--- src/rtl/alu_pkg.sv ---
// Shared encodings for the sequential ALU with BCD / seven-segment output:
// operation modes, controller states and the decimal digit segment patterns.
package alu_pkg;

    typedef enum logic [1:0] {
        MODE_ADD = 2'b00,
        MODE_SUB = 2'b01,
        MODE_MUL = 2'b10,
        MODE_NEG = 2'b11
    } mode_e;

    typedef enum logic [1:0] {
        ST_IDLE = 2'b00,
        ST_CALC = 2'b01,
        ST_CONV = 2'b10,
        ST_DONE = 2'b11
    } state_e;

    // Active-high {g,f,e,d,c,b,a} patterns for digits 0..9.
    localparam logic [6:0] SEG_DIGITS [10] = '{
        7'h3F, 7'h06, 7'h5B, 7'h4F, 7'h66,
        7'h6D, 7'h7D, 7'h07, 7'h7F, 7'h6F
    };

    function automatic logic [6:0] seg7(input logic [3:0] d);
        return (d <= 4'd9) ? SEG_DIGITS[d] : 7'h00;
    endfunction

endpackage

--- src/rtl/alu_bin2bcd.sv ---
// Sequential double-dabble binary-to-BCD converter, one input bit per cycle.
// Ports: clk, ar (sync reset), i_start/i_bin load a value; o_done is high in
// the cycle whose edge performs the final shift, o_bcd is the BCD value that
// edge produces (so a consumer can capture the finished result on o_done).
module alu_bin2bcd #(
    parameter int WIDTH = 16,
    parameter int ND    = 5
) (
    input  logic              clk,
    input  logic              ar,
    input  logic              i_start,
    input  logic [WIDTH-1:0]  i_bin,
    output logic              o_done,
    output logic [4*ND-1:0]   o_bcd
);

    localparam int CW = $clog2(WIDTH + 1);

    logic [WIDTH-1:0] r_sh;
    logic [4*ND-1:0]  r_bcd;
    logic [CW-1:0]    r_cnt;
    logic             r_busy;

    // One double-dabble step: add 3 to every digit >= 5, then shift in b.
    function automatic logic [4*ND-1:0] dabble(
        input logic [4*ND-1:0] d,
        input logic            b
    );
        logic [4*ND-1:0] t;
        t = d;
        for (int i = 0; i < ND; i++) begin
            if (d[4*i +: 4] >= 4'd5) begin
                t[4*i +: 4] = d[4*i +: 4] + 4'd3;
            end
        end
        return {t[4*ND-2:0], b};
    endfunction

    assign o_bcd  = dabble(r_bcd, r_sh[WIDTH-1]);
    assign o_done = r_busy && (r_cnt == CW'(WIDTH - 1));

    always_ff @(posedge clk) begin
        if (ar) begin
            r_sh   <= '0;
            r_bcd  <= '0;
            r_cnt  <= '0;
            r_busy <= 1'b0;
        end else if (i_start) begin
            r_sh   <= i_bin;
            r_bcd  <= '0;
            r_cnt  <= '0;
            r_busy <= 1'b1;
        end else if (r_busy) begin
            r_bcd <= o_bcd;
            r_sh  <= {r_sh[WIDTH-2:0], 1'b0};
            r_cnt <= r_cnt + CW'(1);
            if (o_done) begin
                r_busy <= 1'b0;
            end
        end
    end

endmodule

--- src/rtl/alu_seq_bcd.sv ---
// Sequential signed ALU (add/sub/shift-add multiply/negate) with BCD and
// seven-segment display outputs. Ports: clk, ar (sync reset), start, a, b,
// mode in; busy, done, result, sign, bcd, seg out.
module alu_seq_bcd
    import alu_pkg::*;
#(
    parameter int W  = 8,
    parameter int ND = 5
) (
    input  logic             clk,
    input  logic             ar,
    input  logic             start,
    input  logic [W-1:0]     a,
    input  logic [W-1:0]     b,
    input  logic [1:0]       mode,
    output logic             busy,
    output logic             done,
    output logic [2*W-1:0]   result,
    output logic             sign,
    output logic [4*ND-1:0]  bcd,
    output logic [7*ND-1:0]  seg
);

    localparam int CW = $clog2(W);
    localparam int SW = 7 * ND;
    localparam logic [SW-1:0] SEG_RST = SW'(SEG_DIGITS[0]);

    state_e r_state;
    state_e w_state_nxt;

    logic [W-1:0]    r_a;
    logic [W-1:0]    r_b;
    mode_e           r_mode;
    logic [2*W-1:0]  r_acc;
    logic [2*W-1:0]  r_mcand;
    logic [W-1:0]    r_mplier;
    logic            r_neg;
    logic [CW-1:0]   r_cnt;
    logic [2*W-1:0]  r_calc;

    logic [2*W-1:0]  r_result;
    logic            r_sign;
    logic [4*ND-1:0] r_bcd;
    logic [SW-1:0]   r_seg;

    logic            w_accept;
    logic            w_calc_last;
    logic            w_conv_start;
    logic            w_conv_done;
    logic [2*W-1:0]  w_ae;
    logic [2*W-1:0]  w_be;
    logic [2*W-1:0]  w_acc_nxt;
    logic [2*W-1:0]  w_res;
    logic [2*W-1:0]  w_mag;
    logic [4*ND-1:0] w_bcd_fin;

    function automatic logic [W-1:0] mag_w(input logic [W-1:0] x);
        return x[W-1] ? -x : x;
    endfunction

    // Blank every digit above the most significant nonzero one;
    // digit 0 is always lit.
    function automatic logic [SW-1:0] seg_map(input logic [4*ND-1:0] d);
        logic [SW-1:0] s;
        logic          lit;
        s   = '0;
        lit = 1'b0;
        for (int i = ND - 1; i >= 0; i--) begin
            if (d[4*i +: 4] != 4'd0 || i == 0) begin
                lit = 1'b1;
            end
            if (lit) begin
                s[7*i +: 7] = seg7(d[4*i +: 4]);
            end
        end
        return s;
    endfunction

    assign w_accept     = (r_state == ST_IDLE) && start;
    assign w_calc_last  = (r_mode != MODE_MUL) || (r_cnt == CW'(W - 1));
    assign w_conv_start = (r_state == ST_CALC) && w_calc_last;

    assign w_ae      = {{W{r_a[W-1]}}, r_a};
    assign w_be      = {{W{r_b[W-1]}}, r_b};
    assign w_acc_nxt = r_acc + (r_mplier[0] ? r_mcand : '0);

    always_comb begin
        w_res = '0;
        unique case (r_mode)
            MODE_ADD: w_res = w_ae + w_be;
            MODE_SUB: w_res = w_ae - w_be;
            // Zero product stays positive so there is no negative zero.
            MODE_MUL: w_res = (r_neg && w_acc_nxt != '0) ? -w_acc_nxt
                                                         : w_acc_nxt;
            MODE_NEG: w_res = -w_ae;
            default:  w_res = '0;
        endcase
    end

    assign w_mag = w_res[2*W-1] ? -w_res : w_res;

    alu_bin2bcd #(
        .WIDTH (2 * W),
        .ND    (ND)
    ) u_bin2bcd (
        .clk     (clk),
        .ar      (ar),
        .i_start (w_conv_start),
        .i_bin   (w_mag),
        .o_done  (w_conv_done),
        .o_bcd   (w_bcd_fin)
    );

    always_ff @(posedge clk) begin
        if (ar) begin
            r_state <= ST_IDLE;
        end else begin
            r_state <= w_state_nxt;
        end
    end

    always_comb begin
        w_state_nxt = r_state;
        unique case (r_state)
            ST_IDLE: if (start)       w_state_nxt = ST_CALC;
            ST_CALC: if (w_calc_last) w_state_nxt = ST_CONV;
            ST_CONV: if (w_conv_done) w_state_nxt = ST_DONE;
            ST_DONE:                  w_state_nxt = ST_IDLE;
            default:                  w_state_nxt = ST_IDLE;
        endcase
    end

    always_ff @(posedge clk) begin
        if (ar) begin
            r_a      <= '0;
            r_b      <= '0;
            r_mode   <= MODE_ADD;
            r_acc    <= '0;
            r_mcand  <= '0;
            r_mplier <= '0;
            r_neg    <= 1'b0;
            r_cnt    <= '0;
            r_calc   <= '0;
            r_result <= '0;
            r_sign   <= 1'b0;
            r_bcd    <= '0;
            r_seg    <= SEG_RST;
        end else begin
            if (w_accept) begin
                r_a      <= a;
                r_b      <= b;
                r_mode   <= mode_e'(mode);
                r_acc    <= '0;
                r_mcand  <= {{W{1'b0}}, mag_w(a)};
                r_mplier <= mag_w(b);
                r_neg    <= a[W-1] ^ b[W-1];
                r_cnt    <= '0;
            end
            if (r_state == ST_CALC) begin
                r_acc    <= w_acc_nxt;
                r_mcand  <= {r_mcand[2*W-2:0], 1'b0};
                r_mplier <= {1'b0, r_mplier[W-1:1]};
                r_cnt    <= r_cnt + CW'(1);
                if (w_calc_last) begin
                    r_calc <= w_res;
                end
            end
            if (w_conv_done) begin
                r_result <= r_calc;
                r_sign   <= r_calc[2*W-1];
                r_bcd    <= w_bcd_fin;
                r_seg    <= seg_map(w_bcd_fin);
            end
        end
    end

    assign busy   = (r_state != ST_IDLE);
    assign done   = (r_state == ST_DONE);
    assign result = r_result;
    assign sign   = r_sign;
    assign bcd    = r_bcd;
    assign seg    = r_seg;

endmodule

--- config.mk ---
export PLATFORM = sky130hd
export DESIGN_NAME = alu_seq_bcd
export DESIGN_NICKNAME = d
export VERILOG_FILES = /design/src/rtl/alu_pkg.sv /design/src/rtl/alu_bin2bcd.sv /design/src/rtl/alu_seq_bcd.sv
export SDC_FILE = /design/constraint.sdc
export NUM_CORES = 1
export LEC_CHECK = 0
export ABC_CLOCK_PERIOD_IN_PS = 5000
export CELL_PAD_IN_SITES_DETAIL_PLACEMENT = 1
export CELL_PAD_IN_SITES_GLOBAL_PLACEMENT = 1
export CORE_MARGIN = 2
export CORE_UTILIZATION = 40
export CTS_CLUSTER_DIAMETER = 50
export DETAILED_ROUTE_END_ITERATION = 8
export GPL_ROUTABILITY_DRIVEN = 0
export PLACE_DENSITY = 0.82
export SLEW_MARGIN = 20
export SYNTH_ARGS = -nofsm -noshare
export SYNTH_HDL_FRONTEND = slang
export SYNTH_SLANG_ARGS = --single-unit
--- constraint.sdc ---
create_clock -name clk -period 5 [get_ports clk]
set_input_delay 1 -clock clk [delete_from_list [all_inputs] [get_ports clk]]
set_output_delay 1 -clock clk [all_outputs]
set_load 0.02 [all_outputs]
==> impl_metrics.py, run 1 <==
metrics = {
    "run_status": {
        "status": "finished, final reports clean",
    },
    "floorplanning": {
        "die_x_microns": 179,
        "dieArea_sq_mm": 0.0320,
        "placementRows": 63,
        "core_sq_mm": 0.0299,
        "io_pins": 95,
        "start_util_pct": 40.9,
        "dieHeight_microns": 179,
    },
    "clocking": {
        "htreeDepth": 4,
        "cts_sinks": 193,
        "clkLatencyLatePin_ps": 460,
        "cts_tree": "yes",
        "clk_pin_slew_ps": 80,
        "ctsHoldBuffers": 0,
        "numCtsBuffers": 17,
        "clockRootBuffer": "clkbuf_16",
        "cts_buffer_depth": 2,
    },
    "power_and_ir_drop": {
        "power_density_mw_per_mm2": 447,
        "p_leak_nw": 5.43,
        "irDropWorstVdd_mv": 0.244,
    },
    "routing": {
        "routedWlPerCell_microns": 17.9,
        "routed_wl_microns": 35700,
        "final_antenna_net_count": 0,
        "drtIter0Drc": 577,
        "drcViolationCount": 0,
        "drt-vias-per-instance": 5.72,
        "dr_total_vias": 11400,
        "firstDrtPassIters": 4,
    },
    "finish": {
        "drive_gt1_share_pct": 8.84,
        "nFillCells": 3644,
        "final_nets": 1701,
        "layout_common_cells": "nor2_1 (195), dfxtp_1 (191), a21oi_1 (178)",
        "syn_to_final_growth_pct": 16.1,
        "final-seq-area_sq_mm": 0.00387,
        "final_cells": 1997,
        "final_common_cell": "nor2_1",
        "fin_util_pct": 47.5,
        "final_cell_area_sq_mm": 0.0142,
        "diodes": 0,
        "multiInputGateArea_sq_mm": 0.00784,
    },
    "sta": {
        "max_slew_margin_pct": 27.7,
        "max_clock_freq_mhz": 208,
        "fin_crit_sh_pct": 96.2,
        "slew_violations": 0,
        "skew_ps": 15.5,
        "setup_violations": 0,
        "period_needed_ps": 4810,
        "hold_viol_final": 0,
        "tightest_slew_ps": 1090,
        "holdWs_ps": 459,
        "fin_ws_ps": 188,
    },
    "global_route": {
        "grt_pass1_vias": 11600,
        "overflow": 0,
        "grt_pass1_wl_microns": 59100,
        "antenna_found_initial": 0,
        "grt_start_max_net_pins": 71,
        "grt.total_usage_pct": 22.7,
    },
    "yosys": {
        "netlist_instances": 1543,
        "synth.avg_cell_area_sq_um": 7.92,
        "synth_seq_cells": 193,
        "synth_cell_types": 104,
        "synth_edf_count": 0,
        "synth_warnings": 0,
        "yosysSeqAreaShare_pct": 31.6,
        "syn-num-nets": 1650,
        "ys_dominant_reg_cell": "dfxtp_1",
        "syn_area_sq_mm": 0.0122,
        "ys_async_sr_fraction_pct": 0,
    },
    "setup_path": {
        "cp-start-kind": "flip-flop",
        "crit_required_ps": 5350,
        "cp-end-kind": "flip-flop",
        "cp_max_fo": 9,
        "worstSetupStartpoint": "r_mplier[0]$_SDFFE_PP0P_",
        "criticalPathCategory": "flip-flop to flip-flop",
        "arrival_ps": 5160,
        "r2r-start": "r_mplier[0]$_SDFFE_PP0P_",
    },
    "worst_hold_path": {
        "min_path_type": "flip-flop to flip-flop",
        "hold_start": "result[9]$_SDFFE_PP0P_",
    },
    "placement": {
        "portBuffers": 94,
        "post_dp_cell_area_sq_mm": 0.0135,
        "dp_cells": 1962,
        "dp_hpwl_microns": 25700,
        "dp_slack_ps": -27.8,
    },
    "flow_run": {
        "max_cap_viol_count": 0,
    },
}
where the power goes:
part           leakage (nW)  total, mW  internal, mW  switching (mW)
registers              1.57       1.95          1.75           0.195
clock network         0.282       1.41         0.712           0.696
logic                  3.58       2.98          1.10            1.88
what timing repair did:
| item | 4_1_cts | 5_1_grt |
|---|---|---|
| cloned | 0 | 0 |
| endpoints found under the hold margin | 0 | 0 |
| pin swaps | 0 | 5 |
| setup endpoints to repair | 1 | 4 |
| setup buffers | 0 | 3 |
| gates resized for setup | 2 | 15 |
sequential cells by signal (all words and copies together) (netlist names):
name and count:
seg 35, r_b 8, u_bin2bcd.r_sh 16, r_state 2
bcd 20, r_mcand 16, r_mplier 8, r_neg 1
r_a 8, u_bin2bcd.r_bcd 20, u_bin2bcd.r_busy 1, r_cnt 3
u_bin2bcd.r_cnt 5, r_calc 16, r_mode 2, r_acc 16
result 16
worst paths after layout:
| path | to | slack, ps | cells past startpoint |
|---|---|---|---|
| setup / recovery | u_bin2bcd.r_sh[12]$_SDFFE_PP0P_ | 190 | 20 |
| hold reg to reg | result[9]$_SDFFE_PP0P_ | 460 | 2 |
| hold / removal | result[9]$_SDFFE_PP0P_ | 460 | 2 |
| setup reg to reg | u_bin2bcd.r_sh[12]$_SDFFE_PP0P_ | 190 | 20 |
critical path, stage by stage, from the launching register on:
cell      delay [ps]
dfxtp_4          370
and2_1           160
ha_1             240
fa_2             420
a211oi_4         310
o21a_4           230
xor2_4           200
o21ai_2           90
or3_4            380
nor3_4           160
a31oi_2          140
nor3_4           220
ha_2             220
nand2_1           70
a211oi_2         230
nand4_1          140
o21ai_2          180
nand4_1          110
o21bai_4         230
o31a_1           240
or3b_1           360
cells by family after synthesis:
group / share of synthesized area (%)
multiplexers: 2.99
AND/OR/NAND/NOR: 23.9
AO/OA/AOI/OAI: 24.1
flip-flops: 31.6
buffers and inverters: 5.02
adder cells (fa/ha/maj): 8.99
XOR/XNOR: 3.43
metrics by stage:
stage,TNS [ps],total power [mW]
5_1_grt,-29.9,6.78
6_report,0,6.34
4_1_cts,0,6.31
3_3_place_gp,0,4.74
3_5_place_dp,-27.8,4.86
2_1_floorplan,0,4.08
cells in the mapped netlist, types with 5 or more instances:
master      n  area (sq um)
nor2b_1    20           125
xnor2_1    27           236
nor2_1    197           739
mux2i_1    32           320
a211oi_1   63           473
buf_1      16          60.1
nor3b_1    12          90.1
nand2b_1   21           131
o21a_1      6          45.0
o21ai_0    30           150
nand3_1    27           135
or3_1      11          68.8
ha_1       83          1040
inv_1      59           221
or2_2       5          31.3
a21oi_1   178           891
a31oi_1    25           156
nor4_1      9          56.3
and2_1     25           156
nand2_1   171           642
clkbuf_1   67           251
o211ai_1    8          60.1
xor2_1     19           166
nor3_1     24           120
nand4_1    15          93.8
o21ai_1     6          30.0
o31ai_1     6          45.0
o31a_1      5          43.8
a22oi_1     7          52.6
and3_1     27           169
a21o_1      7          52.6
a211o_1     8          70.1
dfxtp_1   193          3860
nand3b_1    6          45.0
area by class of cell:
class,instances,area share (%)
Timing Repair Buffer,125,8.26
Sequential cell,193,27.3
Clock inverter,15,1.18
Multi-Input combinational cell,1197,55.3
Clock buffer,17,3.00
Tap cell,390,3.44
Inverter,60,1.59
routing by layer:
layer | vias up | track usage, % | share of wire (%)
li1 | 5572 | - | -
met1 | 5621 | 30.3 | 48
met2 | 185 | 38.2 | 47
met3 | 39 | 3.44 | 3.3
met4 | 0 | 5.93 | 1.4
met5 | - | 0 | 0
Power figures use the tool's default switching activity.
==> inputs of run 2 (changes only) <==
--- a/config.mk
+++ b/config.mk
@@ -5,7 +5,7 @@
 export SDC_FILE = /design/constraint.sdc
 export NUM_CORES = 1
 export LEC_CHECK = 0
-export ABC_CLOCK_PERIOD_IN_PS = 5000
+export ABC_CLOCK_PERIOD_IN_PS = 3950
 export CELL_PAD_IN_SITES_DETAIL_PLACEMENT = 1
 export CELL_PAD_IN_SITES_GLOBAL_PLACEMENT = 1
 export CORE_MARGIN = 2
==> constraint.sdc (replaced) <==
create_clock -name clk -period 3.95 [get_ports clk]
set_input_delay 0.79 -clock clk [delete_from_list [all_inputs] [get_ports clk]]
set_output_delay 0.79 -clock clk [all_outputs]
set_load 0.02 [all_outputs]
==> impl_metrics.py, run 2 (synthesis gave the netlist of run 1 again) <==
metrics = {
    "routing": {
        "firstDrtPassIters": 5,
        "dr_total_vias": 12600,
        "routedWlPerCell_microns": 20.5,
        "drcViolationCount": 0,
        "drt-vias-per-instance": 5.86,
        "final_antenna_net_count": 0,
        "routed_wl_microns": 44200,
        "drtIter0Drc": 864,
    },
    "sta": {
        "rsz0062_at_grt": "yes",
        "skew_ps": 17.1,
        "max_slew_margin_pct": 36.0,
        "fin_crit_sh_pct": 120,
        "period_needed_ps": 4740,
        "hold_viol_final": 0,
        "fin_ws_ps": -786,
        "max_clock_freq_mhz": 211,
        "setup_violations": 16,
        "setup_tns_ps": -5640,
        "slew_violations": 0,
        "tightest_slew_ps": 961,
    },
    "finish": {
        "layout_common_cells": "nor2_1 (193), dfxtp_1 (191), buf_4 (176)",
        "syn_to_final_growth_pct": 29.4,
        "final_cell_area_sq_mm": 0.0158,
        "largest_reg_flops": 35,
        "drive_gt1_share_pct": 19.6,
        "diodes": 0,
        "final_cells": 2152,
        "final_common_cell": "nor2_1",
        "final_nets": 1856,
    },
    "global_route": {
        "overflow": 0,
        "grt_pass1_vias": 13100,
        "grt_pass1_wl_microns": 68500,
        "grt.total_usage_pct": 26.9,
        "grt_start_max_net_pins": 77,
        "antenna_found_initial": 0,
    },
    "floorplanning": {
        "die_x_microns": 179,
        "io_pins": 95,
        "placementRows": 63,
        "dieHeight_microns": 179,
        "dieArea_sq_mm": 0.0320,
        "start_util_pct": 40.9,
        "core_sq_mm": 0.0299,
    },
    "placement": {
        "post_dp_cell_area_sq_mm": 0.0145,
        "portBuffers": 94,
        "dp_hpwl_microns": 28100,
        "dp_cells": 2093,
    },
    "clocking": {
        "cts_sinks": 193,
        "cts_tree": "yes",
        "clk_pin_slew_ps": 80,
        "clockRootBuffer": "clkbuf_16",
        "htreeDepth": 4,
        "numCtsBuffers": 17,
        "cts_buffer_depth": 2,
        "clkLatencyLatePin_ps": 460,
    },
    "setup_path": {
        "arrival_ps": 5080,
        "cp-start-kind": "flip-flop",
        "worst_r2r_path_depth": 20,
        "crit_required_ps": 4290,
        "worstSetupStartpoint": "r_mplier[0]$_SDFFE_PP0P_",
        "r2r-start": "r_mplier[0]$_SDFFE_PP0P_",
        "criticalPathCategory": "flip-flop to flip-flop",
        "cp_max_fo": 9,
        "cp-end-kind": "flip-flop",
        "rr_endpoint": "u_bin2bcd.r_sh[12]$_SDFFE_PP0P_",
        "rrSetupSlack_ps": -790,
    },
    "worst_hold_path": {
        "min_path_type": "flip-flop to flip-flop",
        "hold_start": "result[7]$_SDFFE_PP0P_",
        "hold_end": "result[7]$_SDFFE_PP0P_",
        "holdPathStages": 2,
    },
    "run_status": {
        "status": "finished with violations",
        "violations": "setup timing",
    },
    "power_and_ir_drop": {
        "irDropWorstVdd_mv": 0.525,
        "p_leak_nw": 6.25,
        "p_total_mw": 8.91,
        "power_density_mw_per_mm2": 563,
    },
    "flow_run": {
        "max_cap_viol_count": 0,
    },
}
[run 2: cell types whose count changed in the layout (fill, tap and decap cells not counted), moves of 7 or more]
cell      change
a211oi_1      -7
a21oi_1       -9
a21oi_2       +9
buf_4       +144
buf_6        +10
ha_4          +9
[run 2: worst max-delay path, stage by stage, from the launching register on]
cell and delay, ps:
dfxtp_2 340, buf_6 140, and2_1 270, ha_4 280, nand3_1 130, and2_2 230
a21oi_2 100, or4_4 540, a31o_4 270, nor3_4 250, a31oi_4 140, nor3_4 170
ha_2 210, nand2_2 50, a211oi_2 190, nand4_1 140, o21ai_2 190, nand4_1 110
o21bai_4 200, o31a_1 310, or3b_1 370
[run 2: power by group]
part | switching (mW) | internal, mW | total [mW] | leakage, nW
logic | 2.72 | 1.85 | 4.57 | 4.39
registers | 0.275 | 2.22 | 2.49 | 1.57
clock network | 0.924 | 0.917 | 1.84 | 0.295
total | 3.92 | 4.98 | 8.91 | 6.25
[run 2: per-stage QoR]
stage / util, % / setup WS [ps] / hold WS (ps)
4_1_cts: 52.1 / -576 / 459
5_1_grt: 52.9 / -862 / 475
2_1_floorplan: - / -715 / 432
3_5_place_dp: 48.6 / -691 / 449
3_3_place_gp: 48.6 / -462 / 441
6_report: 52.9 / -786 / 456
[run 2: worst max-delay path by stage]
stage	to	cells after the start
after floorplan	u_bin2bcd.r_sh[12]$_SDFFE_PP0P_	20
after global placement	u_bin2bcd.r_sh[12]$_SDFFE_PP0P_	20
after detailed placement	u_bin2bcd.r_sh[12]$_SDFFE_PP0P_	20
after CTS	u_bin2bcd.r_sh[12]$_SDFFE_PP0P_	20
after global routing	u_bin2bcd.r_sh[12]$_SDFFE_PP0P_	21
final	u_bin2bcd.r_sh[12]$_SDFFE_PP0P_	20
[run 2: layout make-up]
type / count / area [sq um]
sequential: 193 / 3870
clock buffer: 17 / 425
timing repair buffer: 279 / 2360
clock inverter: 15 / 186
multi-input combinational: 1198 / 8260
fill: 3560 / 14100
inverter: 60 / 225
tap: 390 / 488
[run 2: timing repair]
item,CTS,global route
endpoints found under the setup margin,15,18
hold buffers,0,0
setup buffers,16,11
resized for setup,53,30
pin swaps,44,29
gates cloned,0,1
[run 2: routing by layer]
metal	up-vias	global-route usage, %	part of all wire [%]
li1	5880	-	-
met4	0	12.2	4.1
met2	353	46.8	50
met5	-	0	0
met1	6251	32.5	42
met3	135	4.09	4.0
==> inputs of run 3 (changes only) <==
--- a/config.mk
+++ b/config.mk
@@ -13,8 +13,10 @@
 export CTS_CLUSTER_DIAMETER = 50
 export DETAILED_ROUTE_END_ITERATION = 8
 export GPL_ROUTABILITY_DRIVEN = 0
+export HOLD_SLACK_MARGIN = 0.05
 export PLACE_DENSITY = 0.82
-export SLEW_MARGIN = 20
+export SLEW_MARGIN = 10
 export SYNTH_ARGS = -nofsm -noshare
 export SYNTH_HDL_FRONTEND = slang
 export SYNTH_SLANG_ARGS = --single-unit
+export TNS_END_PERCENT = 10
==> impl_metrics.py, run 3 (synthesis gave the netlist of run 1 again) <==
metrics = {
    "routing": {
        "firstDrtPassIters": 5,
        "dr_wl_met2_microns": 21600,
        "routed.top_layer": "met4",
        "wl_met3_microns": 1980,
        "drt-vias-per-instance": 5.88,
        "met1_length_microns": 18700,
        "routed_wl_microns": 44100,
        "final_antenna_net_count": 0,
        "drtIter0Drc": 747,
        "drcViolationCount": 0,
        "dr_total_vias": 12600,
        "routedWlPerCell_microns": 20.6,
    },
    "floorplanning": {
        "io_pins": 95,
        "die_x_microns": 179,
        "dieHeight_microns": 179,
        "placementRows": 63,
        "core_sq_mm": 0.0299,
        "dieArea_sq_mm": 0.0320,
        "start_util_pct": 40.9,
    },
    "sta": {
        "setup_violations": 15,
        "fin_ws_ps": -723,
        "rsz0062_at_grt": "yes",
        "hold_viol_final": 0,
        "tightest_slew_ps": 1080,
        "setup_tns_ps": -4030,
        "slew_violations": 0,
        "max_clock_freq_mhz": 214,
        "holdWs_ps": 454,
        "period_needed_ps": 4670,
        "skew_ps": 17.3,
        "fin_crit_sh_pct": 118,
        "max_slew_margin_pct": 28.0,
    },
    "power_and_ir_drop": {
        "p_leak_nw": 6.17,
        "power_density_mw_per_mm2": 559,
        "irDropWorstVdd_mv": 0.638,
        "p_total_mw": 8.68,
    },
    "setup_path": {
        "cp_max_fo": 9,
        "critical-path-max-stage-delay_ps": 540,
        "critPathCapture": "u_bin2bcd.r_sh[12]$_SDFFE_PP0P_",
        "cpMaxStageDelayCell": "or4_4",
        "crit_required_ps": 4280,
        "critPathBufInv": 1,
        "worst-path-stages": 20,
        "worstSetupStartpoint": "r_mplier[0]$_SDFFE_PP0P_",
        "rrSetupSlack_ps": -720,
        "worst_r2r_path_depth": 20,
        "criticalPathCategory": "flip-flop to flip-flop",
        "cp-start-kind": "flip-flop",
        "arrival_ps": 5000,
        "path_delay_family": "simple AND/OR/NAND/NOR gates",
        "path_cells": "buf_6, and2_1, ha_4, a21oi_2, and2_2, a21oi_2, or4_4, a31o_4, nor3_4, a31oi_4, nor3_4, ha_2, nand2_2, a211oi_2, nand4_1, o21ai_2, nand4_1, o21bai_4, o31a_1, or3b_1",
        "cp-end-kind": "flip-flop",
        "rr_endpoint": "u_bin2bcd.r_sh[12]$_SDFFE_PP0P_",
        "r2r-start": "r_mplier[0]$_SDFFE_PP0P_",
    },
    "global_route": {
        "grt.total_usage_pct": 26.9,
        "grt_start_max_net_pins": 80,
        "antenna_found_initial": 0,
        "grt_pass1_wl_microns": 68600,
        "grt_pass1_vias": 13100,
        "overflow": 0,
    },
    "finish": {
        "drive_gt1_share_pct": 17.8,
        "diodes": 0,
        "nFillCells": 3599,
        "syn_to_final_growth_pct": 27.0,
        "largest_reg_flops": 35,
        "layout_common_cells": "nor2_1 (195), dfxtp_1 (190), buf_4 (174)",
        "final_common_cell": "nor2_1",
        "final_cell_area_sq_mm": 0.0155,
        "final_nets": 1848,
    },
    "clocking": {
        "clkLatencyLatePin_ps": 460,
        "ctsHoldBuffers": 0,
        "cts_buffer_depth": 2,
        "clockRootBuffer": "clkbuf_16",
        "cts_tree": "yes",
        "numCtsBuffers": 17,
        "clk_pin_slew_ps": 90,
        "htreeDepth": 4,
        "cts_sinks": 193,
    },
    "placement": {
        "portBuffers": 94,
        "post_dp_cell_area_sq_mm": 0.0146,
        "dp_slack_ps": -735,
        "dp_hpwl_microns": 28600,
    },
    "run_status": {
        "violations": "setup timing",
        "status": "finished with violations",
    },
    "flow_run": {
        "max_cap_viol_count": 0,
    },
    "worst_hold_path": {
        "min_path_type": "flip-flop to flip-flop",
    },
}
run 3: tightest hold or removal path, delay by kind of cell (launching register included):
kind	cells	cell delay, ps
AND/OR/NAND/NOR	1	50
AO/OA/AOI/OAI	1	50
flip-flops	1	320
run 3: stage by stage:
stage / std cells / utilization, %
floorplan: 1543 / -
global placement: 2101 / 48.8
detailed placement: 2101 / 48.8
CTS: 2142 / 51.6
global route: 2144 / 51.9
finish: 2144 / 51.9
run 3: final cells by class:
class / count / area [sq um] / area share [%]
multi-input cells: 1197 / 8040 / 51.8
flip-flops and latches: 193 / 3870 / 24.9
repair buffers: 272 / 2290 / 14.8
well taps: 390 / 488 / 3.14
clock buffers: 17 / 425 / 2.74
inverters: 60 / 225 / 1.45
clock inverters: 15 / 179 / 1.15
run 3: worst min-delay path by stage:
stage / startpoint / end / slack, ps / cells after the start
after CTS: r_calc[4]$_SDFFE_PP0P_ / result[4]$_SDFFE_PP0P_ / 450 / 2
final: r_calc[4]$_SDFFE_PP0P_ / result[4]$_SDFFE_PP0P_ / 450 / 2
after global routing: r_calc[8]$_SDFFE_PP0P_ / result[8]$_SDFFE_PP0P_ / 470 / 2
after detailed placement: result[14]$_SDFFE_PP0P_ / result[14]$_SDFFE_PP0P_ / 450 / 2
after floorplan: r_calc[0]$_SDFFE_PP0P_ / result[0]$_SDFFE_PP0P_ / 430 / 2
after global placement: r_calc[11]$_SDFFE_PP0P_ / result[11]$_SDFFE_PP0P_ / 440 / 2
run 3: layer usage:
layer	vias to the layer above	GRT usage, %
met4	0	10.8
met2	395	46.6
met5	-	0
li1	5867	-
met1	6212	32.8
met3	142	4.86
run 3: power by group:
group          switching (mW)  leakage, nW  internal, mW  total (mW)
Clock                   0.986        0.291         0.864        1.85
Sequential              0.261         1.57          2.22        2.48
Combinational            2.63         4.31          1.72        4.35
run 3: timing repair:
| action | in CTS | in global routing |
|---|---|---|
| endpoints found under the setup margin | 15 | 17 |
| resized for setup | 31 | 14 |
| buffers inserted | 9 | 2 |
| pin swaps | 23 | 3 |
